## src/rtl/uart_tx_sched.sv

```systemverilog
// Two-requester UART transmitter: round-robin byte acceptance on baud ticks,
// serialises start/data(LSB first)/stop, and defers baud changes until the line is idle.
module uart_tx_sched #(
    parameter int         NBITS    = 8,
    parameter logic [1:0] RST_BAUD = 2'b11
) (
    input  logic             sys_clk,
    input  logic             rst,
    input  logic             baud_tick,
    input  logic [1:0]       req,
    input  logic [NBITS-1:0] data0,
    input  logic [NBITS-1:0] data1,
    output logic [1:0]       grant,
    input  logic             cfg_wr,
    input  logic [1:0]       cfg_baud,
    output logic [1:0]       sel_baud,
    output logic             cfg_pend,
    output logic             txd,
    output logic             busy,
    output logic             owner,
    output logic [1:0]       state_dbg
);

    typedef enum logic [1:0] {
        IDLE  = 2'd0,
        START = 2'd1,
        DATA  = 2'd2,
        STOP  = 2'd3
    } state_t;

    localparam int            CW       = (NBITS > 1) ? $clog2(NBITS) : 1;
    localparam logic [CW-1:0] LAST_BIT = CW'(NBITS - 1);

    state_t           state;
    state_t           state_nxt;
    logic [NBITS-1:0] shreg;
    logic [CW-1:0]    bit_cnt;
    logic             last_srv;
    logic [1:0]       pend_baud;
    logic             accept;
    logic             winner;

    // Handshake: requester i holds req[i] with its byte on data<i>; the byte is
    // taken on the single cycle grant[i]=1, after which req[i] may drop or change.
    always_comb begin
        state_nxt = state;
        accept    = 1'b0;
        grant     = 2'b00;
        case (req)
            2'b01:   winner = 1'b0;
            2'b10:   winner = 1'b1;
            2'b11:   winner = ~last_srv;
            default: winner = 1'b0;
        endcase
        case (state)
            IDLE: begin
                // A config write in the same cycle takes priority over acceptance.
                if (!rst && baud_tick && (req != 2'b00) && !cfg_pend && !cfg_wr) begin
                    accept    = 1'b1;
                    state_nxt = START;
                    grant     = winner ? 2'b10 : 2'b01;
                end
            end
            START: if (baud_tick) state_nxt = DATA;
            DATA:  if (baud_tick && (bit_cnt == LAST_BIT)) state_nxt = STOP;
            STOP:  if (baud_tick) state_nxt = IDLE;
            default: state_nxt = IDLE;
        endcase
    end

    assign busy      = (state != IDLE);
    assign state_dbg = state;

    always_ff @(posedge sys_clk or posedge rst) begin
        if (rst) state <= IDLE;
        else     state <= state_nxt;
    end

    always_ff @(posedge sys_clk or posedge rst) begin
        if (rst) begin
            txd       <= 1'b1;
            shreg     <= '0;
            bit_cnt   <= '0;
            owner     <= 1'b0;
            last_srv  <= 1'b1;
            sel_baud  <= RST_BAUD;
            cfg_pend  <= 1'b0;
            pend_baud <= RST_BAUD;
        end else begin
            if (accept) begin
                shreg    <= winner ? data1 : data0;
                owner    <= winner;
                last_srv <= winner;
                txd      <= 1'b0;
            end else if (baud_tick) begin
                case (state)
                    START: begin
                        txd     <= shreg[0];
                        shreg   <= shreg >> 1;
                        bit_cnt <= '0;
                    end
                    DATA: begin
                        if (bit_cnt == LAST_BIT) begin
                            txd <= 1'b1;
                        end else begin
                            txd     <= shreg[0];
                            shreg   <= shreg >> 1;
                            bit_cnt <= bit_cnt + 1'b1;
                        end
                    end
                    default: ;
                endcase
            end

            // A write landing on the STOP->IDLE edge supersedes any stored value.
            if (state == STOP && baud_tick) begin
                if (cfg_wr)        sel_baud <= cfg_baud;
                else if (cfg_pend) sel_baud <= pend_baud;
                cfg_pend <= 1'b0;
            end else if (cfg_wr) begin
                if (state == IDLE) begin
                    sel_baud <= cfg_baud;
                end else begin
                    pend_baud <= cfg_baud;
                    cfg_pend  <= 1'b1;
                end
            end
        end
    end

endmodule

```

## config.mk

```make
export PLATFORM = sky130hd
export DESIGN_NAME = uart_tx_sched
export DESIGN_NICKNAME = d
export VERILOG_FILES = /design/src/rtl/uart_tx_sched.sv
export SDC_FILE = /design/constraint.sdc
export NUM_CORES = 1
export LEC_CHECK = 0
export ABC_CLOCK_PERIOD_IN_PS = 2300
export BUFFER_PORTS_ARGS = -buffer_cell sky130_fd_sc_hd__buf_2
export CORE_MARGIN = 1
export CORE_UTILIZATION = 47
export DETAILED_ROUTE_END_ITERATION = 8
export GPL_ROUTABILITY_DRIVEN = 0
export PLACE_DENSITY = 0.78
export SKIP_LAST_GASP = 1
export SLEW_MARGIN = 5
export SYNTH_ARGS = -nofsm -noshare
export SYNTH_HDL_FRONTEND = slang
export SYNTH_SLANG_ARGS = --single-unit
```

## constraint.sdc

```tcl
create_clock -name sys_clk -period 2.3 [get_ports sys_clk]
set_input_delay 0.46 -clock sys_clk [delete_from_list [all_inputs] [get_ports sys_clk]]
set_output_delay 0.46 -clock sys_clk [all_outputs]
set_load 0.05 [all_outputs]
```

## Word level (Yosys, flattened, before mapping)

Index checks and enable logic that the tools add are counted.

- Add/subtract/negate cells: 1
- Equal/unequal tests: 13
- Multiplexer cells: 30
- Bitwise operators: 4
- Reduce and logical (&&, ||, !) cells: 25

Operator list:

| kind | count |
|---|---|
| $mux W8 | 4 |
| $mux W2 | 12 |
| $pmux W8 S2 | 1 |
| $reduce_bool A2 Y1 | 7 |
| $ne A2 B2 Y1 const B | 6 |
| $reduce_and A3 Y1 | 3 |
| $eq A2 B2 Y1 const B | 4 |
| $mux W1 | 8 |
| $pmux W2 S4 | 1 |
| $reduce_and A4 Y1 | 2 |
| $logic_and A1 B1 Y1 | 6 |
| $pmux W3 S2 | 1 |
| $not A1 Y1 | 4 |
| $pmux W1 S2 | 2 |
| $reduce_and A2 Y1 | 2 |
| $add A3 B1 Y3 const B | 1 |
| $eq A3 B3 Y1 const B | 1 |
| $logic_not A1 Y1 | 3 |
| $mux W3 | 1 |
| $ne A3 B3 Y1 const B | 1 |
| $reduce_bool A3 Y1 | 1 |
| $eq A2 B1 Y1 const B | 1 |
| $logic_not A2 Y1 | 1 |

- Bits in registers: 21
- Bits of input ports: 24
- Output and inout bits: 10
- Word-level logic and storage cells: 82

## Longest topological paths before layout

- Word-level depth: 9
- Mapped depth: 7
- Mapped depth without buffers: 6

## Worst setup path after synthesis

Ideal clock, no wire load.

- Path kind: reg-to-output
- Start point: reg state[0] (netlist: state_dbg[0])
- End point: out grant[0]
- Arrival: 2054 ps
- Required time: 1840 ps
- Slack: -214 ps
- Cell stages (with the launch flop): 6
- Buffers on the path: 1
- Cells stage by stage: dfrtp_1 -> inv_1 -> ha_1 -> o211ai_2 -> clkbuf_1 -> nor2_1

- Longest elaborated chain between the ends: 2

Ends and longest elaborated chain:

| item | RTL line | text |
|---|---|---|
| start: declaration | 34 | `state_t state;` |
| start signal: assignment | 76 | `else state <= state_nxt;` |
| $logic_not A2 Y1 | 55 | `case (state)` |
| $mux W2 | 55 |  |
| end: declaration | 13 | `output logic [1:0] grant,` |

Every way passes these cells.

## Worst setup path in the final report

- Start point: reg cfg_pend
- End point: out grant[1]

- Longest elaborated chain between the ends: 5

Ends and longest elaborated chain:

| item | RTL line | text |
|---|---|---|
| start: declaration | 17 | `output logic cfg_pend,` |
| start signal: assignment | 87 | `cfg_pend <= 1'b0;` |
| start signal: assignment | 119 | `cfg_pend <= 1'b0;` |
| start signal: assignment | 125 | `cfg_pend <= 1'b1;` |
| $logic_not A1 Y1 | 58 | `if (!rst && baud_tick && (req != 2'b00) && !cfg_pend && !cfg_wr) begin` |
| $logic_and A1 B1 Y1 (2 in a row) | 58 |  |
| $mux W2 | 58 |  |
| $mux W2 | 55 |  |

Every way passes these cells.

==> impl_metrics.ini <==
[run_status]
status = finished clean

[floorplan]
dieWidth_microns = 53.6
coreArea_sq_um = 2500
initial_core_util_pct = 50.0
die-area_sq_um = 2870
boundaryPins = 34
die_h_microns = 53.6
num_rows = 18

[clocking]
cts_made_buffers = 3
cts-root-buf = clkbuf_4
max-clock-path-buffers = 2
holdBufCountCts = 0
clk_pin_slew_ps = 110
cts_tree = yes
clock-sinks = 21
htree_levels = 1
clock_latency_ps = 300

[route]
routed-wl-met2_microns = 1200
wl_per_cell_microns = 13.1
highest_layer = met4
dr.pass1.iters = 4
dr_total_vias = 961
drtAntennaViolNets = 0
met1Wirelength_microns = 1070
wl_met3_microns = 114
drtIter0Drc = 11
drc = 0
routed_wl_microns = 2410
viasPerCell = 5.22

[layout]
regArea_sq_um = 534
nNetsFinal = 185
diodes = 0
area_growth_pct = 20.2
drive_gt1_share_pct = 41.6
multiInputGateArea_sq_um = 684
fillers = 228

[sta]
setup_viol = 0
period_needed_ps = 2200
slew_headroom_pct = 48.5
maxSlewViolCount = 0
tightest_slew_ps = 771
fin_tns_setup_ps = 0
period_share_pct = 95.5
clock_skew_ps = 7.72
rsz0062_at_grt = false
finalHoldViolCount = 0
clock.fmax_mhz = 455

[pwr]
power_frac_comb_pct = 54.2
power.internal_uw = 971
clkPwrFrac_pct = 9.5
ir_worst_vdd_mv = 0.746
p_switching_uw = 811
swShare_pct = 45.5
p_seq_share_pct = 36.3
power.total_mw = 1.78
p_leak_nw = 0.745
power_density_nw_per_um2 = 1190

[place]
hpwl_microns = 1840
io_buffers = 33

[hold_path]
hold_class = input pin to asynchronous set/reset pin

[yosys]
synth_cell_types = 27
yosys_warnings = 0
synth.ff_latch_count = 21
postSynthAreaPerCell_sq_um = 10.6
synth_area_leaders = dfrtp_1 30%, dfstp_2 13%, mux2i_1 9.6%
synth.cell_area_sq_um = 1250
yosys.area.top_type_share_pct = 30.0
ys_seq_area_share_pct = 42.6
synthesis.instances = 118
synthesis.nets = 148
yosys.area.top_type = dfrtp_1

[setup_path]
end_kind = output pin
cp.required_ps = 1840
worstPathArrival_ps = 1740
critPathLaunchType = flip-flop
path_class = flip-flop to output pin
path_max_fanout = 4

[global_routing]
grt_pass1_vias = 951
grt_util_all_layers_pct = 19.0
grt_overflow = 0
grt_max_degree = 22
grt_pass1_wl_microns = 3910
antenna_found_initial = 0

[flow_run]
max-cap-violations = 0
-- area by class of cell --
class                      count  share of cell area (%)
multi-input combinational     85                    45.5
inverter                       8                    2.00
timing repair buffer          36                    12.7
sequential                    21                    35.6
tap                           30                    2.50
clock buffer                   4                    1.75
-- synth_stat cells, drive strengths merged --
cell	instances
nand3	1
a211oi	8
mux2i	12
a21oi	10
dfrtp	15
mux2	4
nor2b	11
a21boi	1
clkbuf	2
o211ai	1
o21ai	7
ha	6
o22a	1
nand4	1
nor4b	1
nor3	1
buf	2
nand2b	1
dfstp	6
inv	8
nor2	8
nand2	10
o21a	1
-- placed cells by master, fill, tap and decap left out --
| master | instances |
|---|---|
| dfstp_2 | 6 |
| o21a_1 | 1 |
| nor2b_1 | 11 |
| nand2b_1 | 1 |
| inv_1 | 8 |
| o211ai_2 | 1 |
| clkbuf_4 | 3 |
| mux2_2 | 2 |
| nor2_1 | 7 |
| mux2i_1 | 12 |
| clkbuf_1 | 1 |
| mux2_1 | 2 |
| buf_4 | 4 |
| o22a_1 | 1 |
| dfrtp_1 | 14 |
| ha_1 | 5 |
| buf_2 | 32 |
| nor3_1 | 1 |
| a21oi_1 | 10 |
| nand2_1 | 10 |
| o21ai_4 | 1 |
| nor2_2 | 1 |
| a21boi_2 | 1 |
| nand4_2 | 1 |
| a211oi_2 | 8 |
| o21ai_2 | 1 |
| o21ai_1 | 3 |
| nand3_1 | 1 |
| o21ai_0 | 2 |
| nor4b_4 | 1 |
| ha_4 | 1 |
| dfrtp_2 | 1 |
-- cell families after synthesis --
group,after synthesis,synth area share [%]
AOI/OAI and AO/OA,29,19.2
adders and majority gates,6,6.01
buffers and inverters,12,3.80
DFF,21,42.6
muxes,16,13.2
and+or+nand+nor,34,15.1
-- worst max-delay path, cell delays in order (launching register included) --
cell	delay, ps
dfrtp_2	450
nor4b_4	320
o211ai_2	200
nand2b_1	220
inv_1	70
buf_4	190
-- power groups by stage --
| stage | combinational, mW | sequential (mW) | clock [mW] |
|---|---|---|---|
| after detailed placement | 0.941 | 0.653 | 0 |
| after floorplan | 0.531 | 0.852 | 0 |
| after global placement | 0.916 | 0.641 | 0 |
| after CTS | 0.948 | 0.645 | 0.180 |
| after global routing | 1.06 | 0.666 | 0.192 |
| final | 0.966 | 0.647 | 0.169 |
-- flip-flops by register name, indices dropped and copies added, names as in the netlist --
name,count
shreg,8
txd,1
state_dbg,2
last_srv,1
pend_baud,2
cfg_pend,1
owner,1
sel_baud,2
bit_cnt,3
-- stage by stage --
stage | cells | hold WS (ps) | setup slack [ps] | util, % | instance area (sq um)
2_1_floorplan | 118 | 432 | 0.0497 | - | 1250
3_3_place_gp | 179 | 451 | 257 | 58.1 | 1450
3_5_place_dp | 179 | 454 | 201 | 58.1 | 1450
4_1_cts | 183 | 342 | 13.1 | 59.3 | 1480
5_1_grt | 184 | 391 | 2.48 | 60.1 | 1500
6_report | 184 | 322 | 103 | 60.1 | 1500
-- timing repair --
item,CTS,global route
setup endpoints to repair,1,1
setup buffers,0,1
gates cloned,0,0
pin swaps,0,1
resized for setup,1,4
-- worst paths after layout --
| path | start | to | slack (ps) | depth (start not counted) |
|---|---|---|---|---|
| max | cfg_pend | grant[1] | 100 | 5 |
| min | rst | shreg[2] | 320 | 2 |
| max reg2reg | state_dbg[0] | shreg[0] | 410 | 6 |
| min reg2reg | txd | txd | 470 | 2 |
| max in group asynchronous | rst | cfg_pend | 1450 | 2 |
| min in group sys_clk | cfg_baud[0] | pend_baud[0] | 410 | 2 |
-- routing by layer --
metal	vias to the layer above	global-route usage (%)
met3	4	3.39
met1	448	23.2
met2	29	34.0
met4	0	5.26
li1	480	-
met5	-	0
(Power assumes the default switching activity.)
